[config.mk]
export PLATFORM = sky130hd
export DESIGN_NAME = hazard_md_ctrl_flat
export DESIGN_NICKNAME = d
export VERILOG_FILES = /design/src/rtl/hazard_md_ctrl_pkg.sv /design/src/rtl/hazard_md_ctrl_if.sv /design/src/rtl/hazard_md_ctrl_md_busy_timer.sv /design/src/rtl/hazard_md_ctrl.sv /design/src/flat_wrapper.sv
export SDC_FILE = /design/constraint.sdc
export NUM_CORES = 1
export LEC_CHECK = 0
export BUFFER_PORTS_ARGS = -buffer_cell sky130_fd_sc_hd__buf_2
export CORE_MARGIN = 10
export CORE_UTILIZATION = 42
export DETAILED_ROUTE_END_ITERATION = 8
export GPL_ROUTABILITY_DRIVEN = 0
export HOLD_SLACK_MARGIN = 0.03
export PLACE_DENSITY = 0.86
export SKIP_CTS_REPAIR_TIMING = 1
export SLEW_MARGIN = 5
export SYNTH_ARGS = -nofsm -noshare
export SYNTH_HDL_FRONTEND = slang
export SYNTH_SLANG_ARGS = --single-unit
[constraint.sdc]
create_clock -name CLK -period 1.4 [get_ports CLK]
set_clock_uncertainty 0.1 [all_clocks]
set_input_delay 0.07 -clock CLK [delete_from_list [all_inputs] [get_ports CLK]]
set_output_delay 0.07 -clock CLK [all_outputs]
set_load 0.01 [all_outputs]
[src/rtl/hazard_md_ctrl_pkg.sv]
// Shared types and constants for the MIPS hazard controller.
// Latency: n/a (declarations only).
// Backpressure: n/a.
package mips_hazard_pkg;

  // Register index as carried by the pipeline stage registers
  typedef logic [4:0] reg_idx_t;

  // ALU operand source select for the E stage
  typedef logic [1:0] fwd_sel_t;

  localparam fwd_sel_t FWD_RF  = 2'b00;  // register file value
  localparam fwd_sel_t FWD_WB  = 2'b01;  // result being written back in W
  localparam fwd_sel_t FWD_MEM = 2'b10;  // ALU result sitting in M

  localparam reg_idx_t REG_ZERO = 5'd0;

  // Multiply/divide sequencer state
  typedef enum logic {
    MD_IDLE = 1'b0,
    MD_BUSY = 1'b1
  } md_state_t;

  // A source register is produced by a later stage when that stage writes
  // the same register. $zero is hard-wired, so it never counts as a hit.
  function automatic logic reg_hit(input reg_idx_t src,
                                   input reg_idx_t dst,
                                   input logic     we);
    return we && (src != REG_ZERO) && (src == dst);
  endfunction

endpackage

[src/rtl/hazard_md_ctrl_if.sv]
// Pipeline-side bundle of the hazard controller: stage fields in, controls out.
// Latency: n/a (wires only).
// Backpressure: n/a; stalls are expressed through StallF/StallD/FlushE.
interface hazard_md_ctrl_if;
  import mips_hazard_pkg::*;

  // Decode-stage sources and control
  reg_idx_t RsD;
  reg_idx_t RtD;
  logic     BranchD;
  logic     MdUseD;

  // Execute-stage sources, destination and control
  reg_idx_t RsE;
  reg_idx_t RtE;
  reg_idx_t WriteRegE;
  logic     RegWriteE;
  logic     MemToRegE;
  logic     MdStartE;
  logic     MdOpE;

  // Memory / writeback destinations
  reg_idx_t WriteRegM;
  logic     RegWriteM;
  logic     MemToRegM;
  reg_idx_t WriteRegW;
  logic     RegWriteW;

  // Controls back to the pipeline
  logic     ForwardAD;
  logic     ForwardBD;
  fwd_sel_t ForwardAE;
  fwd_sel_t ForwardBE;
  logic     StallF;
  logic     StallD;
  logic     FlushE;
  logic     MdBusy;
  logic     MdDone;

  // Pipeline side: drives stage fields, consumes controls
  modport master (
    output RsD, RtD, BranchD, MdUseD,
    output RsE, RtE, WriteRegE, RegWriteE, MemToRegE, MdStartE, MdOpE,
    output WriteRegM, RegWriteM, MemToRegM, WriteRegW, RegWriteW,
    input  ForwardAD, ForwardBD, ForwardAE, ForwardBE,
    input  StallF, StallD, FlushE, MdBusy, MdDone
  );

  // Hazard controller side
  modport slave (
    input  RsD, RtD, BranchD, MdUseD,
    input  RsE, RtE, WriteRegE, RegWriteE, MemToRegE, MdStartE, MdOpE,
    input  WriteRegM, RegWriteM, MemToRegM, WriteRegW, RegWriteW,
    output ForwardAD, ForwardBD, ForwardAE, ForwardBE,
    output StallF, StallD, FlushE, MdBusy, MdDone
  );

endinterface

[src/rtl/hazard_md_ctrl_md_busy_timer.sv]
// Multiply/divide busy sequencer: IDLE/BUSY FSM with a down-counter.
// Latency: busy rises the edge after start and stays high N cycles; done marks the Nth.
// Backpressure: none; a start while busy is ignored (decode stall keeps it from happening).
module md_busy_timer
  import mips_hazard_pkg::*;
#(
  parameter int MUL_CYCLES = 4,
  parameter int DIV_CYCLES = 32,
  parameter int CNT_W      = 6
) (
  input  logic CLK,
  input  logic rst_n,
  input  logic i_start,
  input  logic i_op_div,
  output logic o_busy,
  output logic o_done
);

  // Counter holds the number of busy cycles still to come after the current one
  localparam logic [CNT_W-1:0] MUL_LOAD = CNT_W'(MUL_CYCLES - 1);
  localparam logic [CNT_W-1:0] DIV_LOAD = CNT_W'(DIV_CYCLES - 1);

  md_state_t        r_state;
  logic [CNT_W-1:0] r_cnt;
  logic             r_busy;
  logic             r_done;
  logic [CNT_W-1:0] w_load;

  // Select the latency of the operation being launched
  assign w_load = i_op_div ? DIV_LOAD : MUL_LOAD;

  // Sequencer: busy/done are registered alongside state so they leave glitch-free
  always_ff @(posedge CLK or negedge rst_n) begin
    if (!rst_n) begin
      r_state <= MD_IDLE;
      r_cnt   <= '0;
      r_busy  <= 1'b0;
      r_done  <= 1'b0;
    end else begin
      case (r_state)
        MD_IDLE: begin
          if (i_start) begin
            r_state <= MD_BUSY;
            r_cnt   <= w_load;
            r_busy  <= 1'b1;
            // A one-cycle operation is done in its first busy cycle
            r_done  <= (w_load == '0);
          end
        end
        MD_BUSY: begin
          if (r_cnt != '0) begin
            r_cnt  <= r_cnt - CNT_W'(1);
            r_done <= (r_cnt == CNT_W'(1));
          end else begin
            r_state <= MD_IDLE;
            r_busy  <= 1'b0;
            r_done  <= 1'b0;
          end
        end
        default: begin
          r_state <= MD_IDLE;
          r_cnt   <= '0;
          r_busy  <= 1'b0;
          r_done  <= 1'b0;
        end
      endcase
    end
  end

  assign o_busy = r_busy;
  assign o_done = r_done;

endmodule

[src/rtl/hazard_md_ctrl.sv]
// Hazard controller: forwarding selects, F/D stall, E flush, mul/div sequencing.
// Latency: forwarding and stall are combinational (zero cycles); MdBusy/MdDone registered.
// Backpressure: stalls F/D and bubbles E on load-use, branch-compare and HI/LO hazards.
// Optional: HAZARD_STATS_EN adds a saturating StallCnt of cycles with StallD high.
module hazard_md_ctrl
  import mips_hazard_pkg::*;
#(
  parameter int MUL_CYCLES = 4,
  parameter int DIV_CYCLES = 32,
  parameter int CNT_W      = 6
) (
  input  logic              CLK,
  input  logic              rst_n,
  hazard_md_ctrl_if.slave   hz
`ifdef HAZARD_STATS_EN
  ,
  output logic [31:0]       StallCnt
`endif
);

  fwd_sel_t w_fwd_ae;
  fwd_sel_t w_fwd_be;
  logic     w_fwd_ad;
  logic     w_fwd_bd;
  logic     w_lwstall;
  logic     w_brstall;
  logic     w_mdstall;
  logic     w_stall;
  logic     w_md_busy;
  logic     w_md_done;

  // E-stage operand A: M result is newer than W, so it wins
  always_comb begin
    w_fwd_ae = FWD_RF;
    if (reg_hit(hz.RsE, hz.WriteRegM, hz.RegWriteM)) begin
      w_fwd_ae = FWD_MEM;
    end else if (reg_hit(hz.RsE, hz.WriteRegW, hz.RegWriteW)) begin
      w_fwd_ae = FWD_WB;
    end
  end

  // E-stage operand B: same priority as operand A
  always_comb begin
    w_fwd_be = FWD_RF;
    if (reg_hit(hz.RtE, hz.WriteRegM, hz.RegWriteM)) begin
      w_fwd_be = FWD_MEM;
    end else if (reg_hit(hz.RtE, hz.WriteRegW, hz.RegWriteW)) begin
      w_fwd_be = FWD_WB;
    end
  end

  // Branch compare in D can only take the ALU result from M
  assign w_fwd_ad = reg_hit(hz.RsD, hz.WriteRegM, hz.RegWriteM);
  assign w_fwd_bd = reg_hit(hz.RtD, hz.WriteRegM, hz.RegWriteM);

  // Load in E: its data is not available until after M, so D must wait a cycle
  assign w_lwstall = reg_hit(hz.RsD, hz.RtE, hz.MemToRegE) ||
                     reg_hit(hz.RtD, hz.RtE, hz.MemToRegE);

  // Branch in D needs a result still being computed in E or loaded in M
  assign w_brstall = hz.BranchD &&
                     (reg_hit(hz.RsD, hz.WriteRegE, hz.RegWriteE) ||
                      reg_hit(hz.RtD, hz.WriteRegE, hz.RegWriteE) ||
                      reg_hit(hz.RsD, hz.WriteRegM, hz.MemToRegM) ||
                      reg_hit(hz.RtD, hz.WriteRegM, hz.MemToRegM));

  // HI/LO consumer waits while the unit runs, including the cycle it is launched
  assign w_mdstall = hz.MdUseD && (w_md_busy || hz.MdStartE);

  assign w_stall = w_lwstall || w_brstall || w_mdstall;

  md_busy_timer #(
    .MUL_CYCLES (MUL_CYCLES),
    .DIV_CYCLES (DIV_CYCLES),
    .CNT_W      (CNT_W)
  ) u_md_busy_timer (
    .CLK      (CLK),
    .rst_n    (rst_n),
    .i_start  (hz.MdStartE),
    .i_op_div (hz.MdOpE),
    .o_busy   (w_md_busy),
    .o_done   (w_md_done)
  );

  assign hz.ForwardAE = w_fwd_ae;
  assign hz.ForwardBE = w_fwd_be;
  assign hz.ForwardAD = w_fwd_ad;
  assign hz.ForwardBD = w_fwd_bd;
  assign hz.StallF    = w_stall;
  assign hz.StallD    = w_stall;
  assign hz.FlushE    = w_stall;
  assign hz.MdBusy    = w_md_busy;
  assign hz.MdDone    = w_md_done;

`ifdef HAZARD_STATS_EN
  logic [31:0] r_stall_cnt;

  // Count decode-stall cycles, holding at all-ones instead of wrapping
  always_ff @(posedge CLK or negedge rst_n) begin
    if (!rst_n) begin
      r_stall_cnt <= '0;
    end else if (w_stall && (r_stall_cnt != '1)) begin
      r_stall_cnt <= r_stall_cnt + 32'd1;
    end
  end

  assign StallCnt = r_stall_cnt;
`endif

endmodule
[src/flat_wrapper.sv]
// flat-port wrapper written by rule: the top's interface ports become plain ports
module hazard_md_ctrl_flat import mips_hazard_pkg::*;
#(
  parameter int MUL_CYCLES = 4,
  parameter int DIV_CYCLES = 32,
  parameter int CNT_W      = 6
)
  (CLK, rst_n, hz_RsD, hz_RtD, hz_BranchD, hz_MdUseD, hz_RsE, hz_RtE, hz_WriteRegE, hz_RegWriteE, hz_MemToRegE, hz_MdStartE, hz_MdOpE, hz_WriteRegM, hz_RegWriteM, hz_MemToRegM, hz_WriteRegW, hz_RegWriteW, hz_ForwardAD, hz_ForwardBD, hz_ForwardAE, hz_ForwardBE, hz_StallF, hz_StallD, hz_FlushE, hz_MdBusy, hz_MdDone);
  hazard_md_ctrl_if hz_i ();
  input  logic CLK;
  input  logic rst_n;
  input wire logic [$bits(hz_i.RsD)-1:0] hz_RsD;
  input wire logic [$bits(hz_i.RtD)-1:0] hz_RtD;
  input wire logic [$bits(hz_i.BranchD)-1:0] hz_BranchD;
  input wire logic [$bits(hz_i.MdUseD)-1:0] hz_MdUseD;
  input wire logic [$bits(hz_i.RsE)-1:0] hz_RsE;
  input wire logic [$bits(hz_i.RtE)-1:0] hz_RtE;
  input wire logic [$bits(hz_i.WriteRegE)-1:0] hz_WriteRegE;
  input wire logic [$bits(hz_i.RegWriteE)-1:0] hz_RegWriteE;
  input wire logic [$bits(hz_i.MemToRegE)-1:0] hz_MemToRegE;
  input wire logic [$bits(hz_i.MdStartE)-1:0] hz_MdStartE;
  input wire logic [$bits(hz_i.MdOpE)-1:0] hz_MdOpE;
  input wire logic [$bits(hz_i.WriteRegM)-1:0] hz_WriteRegM;
  input wire logic [$bits(hz_i.RegWriteM)-1:0] hz_RegWriteM;
  input wire logic [$bits(hz_i.MemToRegM)-1:0] hz_MemToRegM;
  input wire logic [$bits(hz_i.WriteRegW)-1:0] hz_WriteRegW;
  input wire logic [$bits(hz_i.RegWriteW)-1:0] hz_RegWriteW;
  output wire logic [$bits(hz_i.ForwardAD)-1:0] hz_ForwardAD;
  output wire logic [$bits(hz_i.ForwardBD)-1:0] hz_ForwardBD;
  output wire logic [$bits(hz_i.ForwardAE)-1:0] hz_ForwardAE;
  output wire logic [$bits(hz_i.ForwardBE)-1:0] hz_ForwardBE;
  output wire logic [$bits(hz_i.StallF)-1:0] hz_StallF;
  output wire logic [$bits(hz_i.StallD)-1:0] hz_StallD;
  output wire logic [$bits(hz_i.FlushE)-1:0] hz_FlushE;
  output wire logic [$bits(hz_i.MdBusy)-1:0] hz_MdBusy;
  output wire logic [$bits(hz_i.MdDone)-1:0] hz_MdDone;
  assign hz_i.RsD = hz_RsD;
  assign hz_i.RtD = hz_RtD;
  assign hz_i.BranchD = hz_BranchD;
  assign hz_i.MdUseD = hz_MdUseD;
  assign hz_i.RsE = hz_RsE;
  assign hz_i.RtE = hz_RtE;
  assign hz_i.WriteRegE = hz_WriteRegE;
  assign hz_i.RegWriteE = hz_RegWriteE;
  assign hz_i.MemToRegE = hz_MemToRegE;
  assign hz_i.MdStartE = hz_MdStartE;
  assign hz_i.MdOpE = hz_MdOpE;
  assign hz_i.WriteRegM = hz_WriteRegM;
  assign hz_i.RegWriteM = hz_RegWriteM;
  assign hz_i.MemToRegM = hz_MemToRegM;
  assign hz_i.WriteRegW = hz_WriteRegW;
  assign hz_i.RegWriteW = hz_RegWriteW;
  assign hz_ForwardAD = hz_i.ForwardAD;
  assign hz_ForwardBD = hz_i.ForwardBD;
  assign hz_ForwardAE = hz_i.ForwardAE;
  assign hz_ForwardBE = hz_i.ForwardBE;
  assign hz_StallF = hz_i.StallF;
  assign hz_StallD = hz_i.StallD;
  assign hz_FlushE = hz_i.FlushE;
  assign hz_MdBusy = hz_i.MdBusy;
  assign hz_MdDone = hz_i.MdDone;
  hazard_md_ctrl #(.MUL_CYCLES(MUL_CYCLES), .DIV_CYCLES(DIV_CYCLES), .CNT_W(CNT_W)) u_core (.CLK(CLK), .rst_n(rst_n), .hz(hz_i));
endmodule
==> out/qor.yml <==
hold_viol_final: 0
grt_pass1_wl_um: 6679
grt.overflow.total: 0
route.detailed.drc: 0
crit_chain: "buf_6 > or4_4 > nor2_4 > nor4_1 > o21ai_1 > nand4_1 > buf_2"
layout_commonest_cell: "buf_2"
drive_gt1_share_pct: 52.99
period_share_pct: 116.0
cp_top_family: "simple AND/OR/NAND/NOR gates"
r2r_end: "u_core.u_md_busy_timer.r_cnt[4]$_DFFE_PN0P_"
fin_nets: 284
ff2ff_setup_slack_ns: -0.21
power.density_nw_per_um2: 1046
finalWorstSetupSlack_ns: -0.2241
portBuffers: 56
yosysTopAreaCell: "xnor2_1"
clockBufferDepth: 2
clk_pin_slew_ns: 0.06
core_sq_um: 2781
relSlewSlack_pct: 73.35
outcome: "finished, violations left"
htreeDepth: 1
cap_violations: 0
dieArea_sq_um: 5485
crit_arrival_ns: 1.45
avgSynthCellArea_sq_um: 8.407
synth.net_count: 195
cp-startpoint: "hz_RsD[4]"
ioPinCount: 57
critPathRequiredTime_ns: 1.23
synthTopCellsByArea: "xnor2_1 25%, dfrtp_1 18%, xor2_1 12%"
row_count: 19
hold-worst-slack_ns: 0.07177
cts_tree: "done"
rr_worst_depth: 6
max_freq_ghz: 0.6157
cts-root-buf: "clkbuf_4"
synth_edf_count: 0
ir_drop_uv: 980.7
min_from: "hz_MdOpE"
rsz0062_at_grt: "true"
slew_violations: 0
most-common-layout-cells: "54 x buf_2, 35 x xnor2_1, 35 x buf_4"
drtIter0Drc: 65
max_stage_delay_ns: 0.54
viasPerCell: 5.491
cp-start-kind: "primary input"
dieHeight_um: 74.06
postLayoutCoreUtil_pct: 70.00
p_leak_nw: 0.8542
synth_ff_type: "dfrtp_1"
crit_cells: 7
ys_ff_latch: 9
crit_path_end_kind: "output pin"
yosysTopAreaCellShare_pct: 24.97
grt_start_max_net_pins: 10
grt_pass1_vias: 1543
hold_class: "primary input to flip-flop"
cts_sinks: 9
wl_um: 4662
crit_path_end: "hz_FlushE"
clk_latency_ns: 0.26
ant_nets: 0
ys_warn_count: 0
synth.yosys.seq_area_share_pct: 18.35
r2r-start: "u_core.u_md_busy_timer.r_cnt[0]$_DFFE_PN0P_"
synth.distinct_cells: 34
drt_first_pass_iters: 4
crit_fanout: 3
worstMarginPinSlew_ns: 0.3960
async_reset_ff_share_pct: 100.0
numCtsBuffers: 3
grt_usage_pct: 15.20
antenna_cells: 0
cp_slowest_cell: "or4_4"
wire_per_inst_um: 17.59
path_class: "primary input to output pin"
die_x_um: 74.06
violations: "setup timing"
syn_inst: 146
layoutNonFillerInstCount: 265
area_delta_synth_final_pct: 58.61
crit_buf_inv: 2
vias: 1455
antenna_found_initial: 0
dp_cells: 252
setup_viol: 14
dp_hpwl_um: 3587
syn-cell-area_sq_um: 1227
initial_core_util_pct: 44.13
final.min_clock_period_ns: 1.624
-- tightest hold or removal path, cell delays in order --
cell	delay, ns
buf_2	0.11
a211oi_1	0.07
a21oi_1	0.13
-- power breakdown --
part	switching, W	internal (W)	total (W)
sequential	0.000145	0.000388	0.000533
clock	0.0000948	0.000110	0.000205
combinational	0.000602	0.000697	0.00130
total	0.000842	0.00119	0.00204
-- worst min path at each step --
| stage | end | depth (start not counted) |
|---|---|---|
| after floorplan | u_core.u_md_busy_timer.o_busy$_DFFE_PN0P_ | 0 |
| after global placement | u_core.u_md_busy_timer.o_done$_DFFE_PN0P_ | 1 |
| after detailed placement | u_core.u_md_busy_timer.o_done$_DFFE_PN0P_ | 1 |
| after CTS | u_core.u_md_busy_timer.r_cnt[0]$_DFFE_PN0P_ | 1 |
| after global routing | u_core.u_md_busy_timer.r_cnt[2]$_DFFE_PN0P_ | 3 |
| final | u_core.u_md_busy_timer.r_cnt[2]$_DFFE_PN0P_ | 3 |
-- cell type report --
class                      count  area (sq um)
sequential                     9         227.7
tap                           31         38.79
clock buffer                   4         26.28
inverter                       4         15.01
multi-input combinational    122          1040
fill                         210         834.6
timing repair buffer          95         599.3
-- synth_stat cells, types with 3 or more instances --
master and instances:
nand4_1 7, nand3_1 4, clkbuf_1 5, inv_1 4, nor4_2 3, ha_1 3
nor2_1 6, xor2_1 17, nand2_1 6, or4_1 3, a211oi_1 4, xnor2_1 35
nor4_1 9, dfrtp_1 9, a21oi_1 4
-- metal layers --
metal	wire length, um	track usage, %
met5	0	0
met4	120	5.797
met3	275	3.590
met2	2484	28.31
met1	1782	16.02
-- per-stage QoR --
step	TNS, ns	setup slack (ns)	instance area (sq um)	power (W)
2_1_floorplan	-0.5599	-0.1103	1294	0.001101
3_3_place_gp	-1.383	-0.1752	1763	0.001521
3_5_place_dp	-1.675	-0.2316	1763	0.001566
4_1_cts	-1.738	-0.2318	1789	0.001780
5_1_grt	-3.211	-0.3433	1947	0.002190
6_report	-2.013	-0.2241	1947	0.002037
-- state kept, by name (all words and copies together) (netlist names) --
name / flops
u_core.u_md_busy_timer.r_cnt: 6
u_core.u_md_busy_timer.o_done: 1
u_core.u_md_busy_timer.o_busy: 1
u_core.u_md_busy_timer.r_state: 1
-- kinds of logic after synthesis --
kind of cell	Yosys count	synth area share (%)
and+or+nand+nor	51	25.79
AOI/OAI and AO/OA	15	7.544
xor gates and xnor gates	52	37.10
DFF	9	18.35
adders and majority gates	3	3.058
buffers and inverters	15	7.338
muxes	1	0.8155
Power figures use the tool's default switching activity.
